[src/rtl/vx_elastic_stage_reg_pkg.sv]
// rtl/vx_elastic_stage_reg_pkg.sv - shared state encoding for the elastic stage register
package vx_elastic_stage_reg_pkg;

    typedef logic [1:0] stage_state_t;

    // Encoding equals the number of held entries, so occupancy is the state itself.
    localparam logic [1:0] ST_EMPTY = 2'd0;
    localparam logic [1:0] ST_ONE   = 2'd1;
    localparam logic [1:0] ST_TWO   = 2'd2;

endpackage

[src/rtl/vx_stage_slot.sv]
// rtl/vx_stage_slot.sv - one storage slot of the elastic stage (load-enabled register)
module vx_stage_slot #(
    parameter int WIDTH = 8
) (
    input  logic             clk,
    input  logic             reset,
    input  logic             load,
    input  logic [WIDTH-1:0] d,
    output logic [WIDTH-1:0] q
);

    always_ff @(posedge clk or posedge reset) begin
        if (reset) begin
            q <= '0;
        end else if (load) begin
            q <= d;
        end
    end

endmodule

[src/rtl/vx_elastic_stage_reg.sv]
// rtl/vx_elastic_stage_reg.sv - elastic pipeline stage with 2-entry skid buffer and warp flush
module vx_elastic_stage_reg
    import vx_elastic_stage_reg_pkg::*;
#(
    parameter int DATA_WIDTH = 512,
    parameter int NT         = 4,
    parameter int NW_BITS    = 3
) (
    input  logic                  clk,
    input  logic                  reset,
    input  logic                  in_valid,
    output logic                  in_ready,
    input  logic [DATA_WIDTH-1:0] in_data,
    input  logic [NT-1:0]         in_thread_mask,
    input  logic [NW_BITS-1:0]    in_warp_num,
    output logic                  out_valid,
    input  logic                  out_ready,
    output logic [DATA_WIDTH-1:0] out_data,
    output logic [NT-1:0]         out_thread_mask,
    output logic [NW_BITS-1:0]    out_warp_num,
    input  logic                  flush_all,
    input  logic                  flush_warp_en,
    input  logic [NW_BITS-1:0]    flush_warp_num,
    output logic [1:0]            occupancy
);

    localparam int SW = DATA_WIDTH + NT + NW_BITS;

    stage_state_t  state;
    stage_state_t  state_d;
    logic          in_ready_q;
    logic [SW-1:0] in_word;
    logic [SW-1:0] main_q;
    logic [SW-1:0] skid_q;
    logic [SW-1:0] main_d;
    logic          main_load;
    logic          skid_load;
    logic          in_xfer;
    logic          out_xfer;
    logic          m_keep;
    logic          s_keep;
    logic          in_keep;

    assign in_word  = {in_data, in_thread_mask, in_warp_num};
    assign in_xfer  = in_valid & in_ready_q;
    assign out_xfer = out_valid & out_ready;

    // Survivors in FIFO order: main, skid, incoming. The head leaves first on out-xfer,
    // then the flush trims what remains; bubbles are acknowledged but never stored.
    always_comb begin
        m_keep  = (state != ST_EMPTY) && !out_xfer && !flush_all &&
                  !(flush_warp_en && (main_q[NW_BITS-1:0] == flush_warp_num));
        s_keep  = (state == ST_TWO) && !flush_all &&
                  !(flush_warp_en && (skid_q[NW_BITS-1:0] == flush_warp_num));
        in_keep = in_xfer && (|in_thread_mask) && !flush_all &&
                  !(flush_warp_en && (in_warp_num == flush_warp_num));

        main_load = !m_keep && (s_keep || in_keep);
        main_d    = s_keep ? skid_q : in_word;
        // A second survivor can only be the incoming entry behind a held main.
        skid_load = m_keep && in_keep;

        state_d = {1'b0, m_keep} + {1'b0, s_keep} + {1'b0, in_keep};
    end

    always_ff @(posedge clk or posedge reset) begin
        if (reset) begin
            state      <= ST_EMPTY;
            in_ready_q <= 1'b0;
        end else begin
            state      <= state_d;
            in_ready_q <= (state_d != ST_TWO);
        end
    end

    vx_stage_slot #(.WIDTH(SW)) u_main_slot (
        .clk   (clk),
        .reset (reset),
        .load  (main_load),
        .d     (main_d),
        .q     (main_q)
    );

    vx_stage_slot #(.WIDTH(SW)) u_skid_slot (
        .clk   (clk),
        .reset (reset),
        .load  (skid_load),
        .d     (in_word),
        .q     (skid_q)
    );

    assign {out_data, out_thread_mask, out_warp_num} = main_q;
    assign out_valid = (state != ST_EMPTY);
    assign in_ready  = in_ready_q;
    assign occupancy = state;

endmodule

[config.mk]
export PLATFORM = sky130hd
export DESIGN_NAME = vx_elastic_stage_reg
export DESIGN_NICKNAME = d
export VERILOG_FILES = /design/src/rtl/vx_elastic_stage_reg_pkg.sv /design/src/rtl/vx_stage_slot.sv /design/src/rtl/vx_elastic_stage_reg.sv
export SDC_FILE = /design/constraint.sdc
export NUM_CORES = 2
export LEC_CHECK = 0
export CORE_AREA = 2 2 415 417
export CTS_BUF_LIST = sky130_fd_sc_hd__clkbuf_8
export DETAILED_ROUTE_END_ITERATION = 16
export DIE_AREA = 0 0 417 419
export DONT_BUFFER_PORTS = 1
export HOLD_SLACK_MARGIN = 0.08
export PLACE_DENSITY = 0.36
export REMOVE_ABC_BUFFERS = 1
export SLEW_MARGIN = 10
export SYNTH_ARGS = -nofsm -noshare
export SYNTH_HDL_FRONTEND = slang
export SYNTH_HIERARCHICAL = 1
export SYNTH_SLANG_ARGS = --single-unit
[constraint.sdc]
create_clock -name clk -period 21.7 [get_ports clk]
set_input_delay 2.17 -clock clk [delete_from_list [all_inputs] [get_ports clk]]
set_output_delay 2.17 -clock clk [all_outputs]
set_load 0.02 [all_outputs]
==> flow_summary_export.csv <==
group,metric,value,unit
run_status,status,"completed",
clocking,clkSlewWorstSetupHoldPaths,50,ps
power_and_ir_drop,pwr-share-seq,55.0,%
timing,finalSetupTns,0,ps
route,wire_per_inst,27.4,µm
timing,tightest_slew,1110,ps
floorplanning,core_area,171000,µm²
yosys,async_reset_ff_share,100,%
yosys,synth_edf_count,0,
yosys,synth_area_per_cell,16.3,µm²
setup_path,r2r_end,"u_main_slot/q[453]",
clocking,clockBufferDepth,3,
timing,period_minus_slack,6610,ps
yosys,ys_seq_area_share,57.0,%
clocking,cts_buffers,195,
worst_hold_path,min_from,"u_skid_slot/q[252]",
setup_path,arrival,7390,ps
timing,max_freq,151,MHz
floorplanning,die_w,417,µm
power_and_ir_drop,clkPwrFrac,33.6,%
yosys,synth.top_cell.area_share,57.0,%
yosys,yosysTopAreaCell,"dfrtp_1",
worst_hold_path,hold_path_class,"flop to flop",
layout,nets,3386,
clocking,clock_sinks,1041,
power_and_ir_drop,power_frac_comb,11.5,%
setup_path,crit_chain,"xnor2_1, nand4_1, nand3_4, buf_12, inv_1, o21ba_4, buf_12, buf_4, buf_4, buf_4, mux2_2",
route,drt_iter0_drc,845,
clocking,clockRootBuffer,"clkbuf_8",
yosys,ys_warn_count,6,
power_and_ir_drop,leakage,21.9,nW
route,dr.pass1.iters,4,
grt,grtUsageTotal,16.1,%
yosys,synthCells,2799,
clocking,clk_latency,930,ps
yosys,syn_area,45700,µm²
grt,grt_pass1_vias,26400,
route,route.detailed.drc,0,
timing,fin_skew,51.8,ps
worst_hold_path,min_path_cells,1,
floorplanning,io_pins,1051,
timing,rsz0062_at_grt,"no",
setup_path,rr_startpoint,"in_ready",
placement,dp_cells,4892,
setup_path,cp-end-kind,"flop",
setup_path,slowest_delay,860,ps
setup_path,ff2ff_path_depth,9,
clocking,cts-hold-fix-buffers,0,
power_and_ir_drop,switchingPower,1.77,mW
setup_path,reg2reg_slack,15840,ps
floorplanning,rows,152,
layout,final_cell_mix,"mux2_2 (1557), dfrtp_1 (1041), clkbuf_8 (237)",
placement,gp_congestion,0.792,
timing,finalCritPeriodShare,30.5,%
yosys,yosysUniqueCellTypes,18,
power_and_ir_drop,switching_share,31.4,%
setup_path,cpMostUsedCell,"buf_4",
clocking,post_cts_resized,0,
yosys,synth_top_cells_by_area,"dfrtp_1 (57%), mux2_2 (38%), buf_6 (4.2%)",
setup_path,start_kind,"input pin",
floorplanning,dieArea,175000,µm²
power_and_ir_drop,finalPower,5.63,mW
yosys,synth-seq-cells,1041,
floorplanning,die-height,419,µm
route,viasPerCell,4.57,
power_and_ir_drop,pwr_density_cell,111,nW/µm²
placement,dp_slack,13830,ps
setup_path,crit_slowest_cell,"buf_4",
power_and_ir_drop,ir_drop,0.0587,mV
route,ant_nets,0,
route,drt-total-wl,144000,µm
setup_path,required,22480,ps
yosys,synth_ff_type,"dfrtp_1",
timing,final_max_slew_viol_count,0,
worst_hold_path,holdPathEnd,"u_skid_slot/q[252]",
layout,fin_cells,5269,
layout,drive_above_1_share,61.8,%
clocking,post-cts-setup-buffers,0,
layout,final_core_util,29.8,%
flow_run,cap_violations,0,
timing,fin_hold_ws,499,ps
grt,antenna_found_initial,25,
grt,overflow,0,
setup_path,criticalPathCategory,"input pin to flop",
timing,relSlewSlack,26.1,%
layout,final_area,50900,µm²
route,vias,24100,
timing,final-setup-viol-count,0,
layout,final_common_cell,"mux2_2",
setup_path,cp_max_fo,137,
placement,place_area,47000,µm²
timing,finalHoldViolations,0,
timing,setup_ws,15090,ps
grt,grt_pass1_wl,203000,µm
power_and_ir_drop,internal_power,3.87,mW
placement,io_buffers,0,
clocking,cts_max_level,4,
grt,grt_max_degree,140,
placement,dpl.hpwl,99200,µm
clocking,cts_tree,"done",
layout,syn_to_final_growth,11.2,%
floorplanning,start_util,26.8,%
## cell type report
type,count,area (µm²)
fillers,17000,120000
flip-flops and latches,1041,26100
multi-input cells,1581,17800
clock buffers,237,3260
well taps,2233,2790
clock inverters,106,579
repair buffers,33,323
diodes,34,85.1
inverters,4,30.0
## worst max-delay path by stage
stage	start	to	slack, ps	depth (start not counted)
finish	flush_warp_num[0]	u_main_slot/q[453]	15090	11
CTS	flush_warp_num[0]	u_main_slot/q[453]	14920	11
global placement	flush_warp_num[0]	u_main_slot/q[199]	13850	11
floorplan	reset	u_main_slot/q[0]	5030	1
global route	flush_warp_num[1]	u_main_slot/q[23]	14710	11
detailed placement	flush_warp_num[0]	u_main_slot/q[501]	13830	11
## flip-flops by register name (all words and copies together), names as in the netlist
register / flops
u_main_slot/q: 519
occupancy: 2
u_skid_slot/q: 519
in_ready: 1
## cells by family (layout without fill, tap and decap cells)
group	after synthesis	count (layout)	synth area share, %
mux	1557	1557	38.3
flops	1041	1041	57.0
buf+inv	177	380	4.26
simple gates	10	10	0.140
xor+xnor	9	9	0.172
compound gates	3	3	0.0602
fa+ha+maj	2	2	0.0711
other cells	0	34	0
## power groups by stage
stage / clock network, mW / logic (mW) / registers (mW)
final: 1.89 / 0.645 / 3.10
after global routing: 2.07 / 0.709 / 3.16
after CTS: 1.99 / 0.659 / 3.11
after detailed placement: 0 / 0.656 / 3.15
after global placement: 0 / 0.625 / 3.13
after floorplan: 0 / 0.607 / 2.93
## critical path, delay by kind of cell
kind | cells | cell delay, ps
buffers and inverters | 6 | 3450
AO/OA/AOI/OAI | 1 | 680
multiplexers | 1 | 410
AND/OR/NAND/NOR | 2 | 250
XOR/XNOR | 1 | 120
## Yosys cell counts (all sizes together), types with 2 or more instances
library cell,number
xnor2,9
a41oi,2
buf,173
inv,4
nor2,2
mux2,1557
nand2,2
dfrtp,1041
## metal layers
metal / vias up / global-route usage, % / wire length [µm]
li1: 10300 / - / -
met1: 12700 / 15.6 / 47600
met2: 772 / 29.1 / 77200
met3: 274 / 7.09 / 13300
met4: 16 / 7.66 / 5900
met5: - / 0 / 113
No activity file was read; power rests on OpenSTA's default activity.
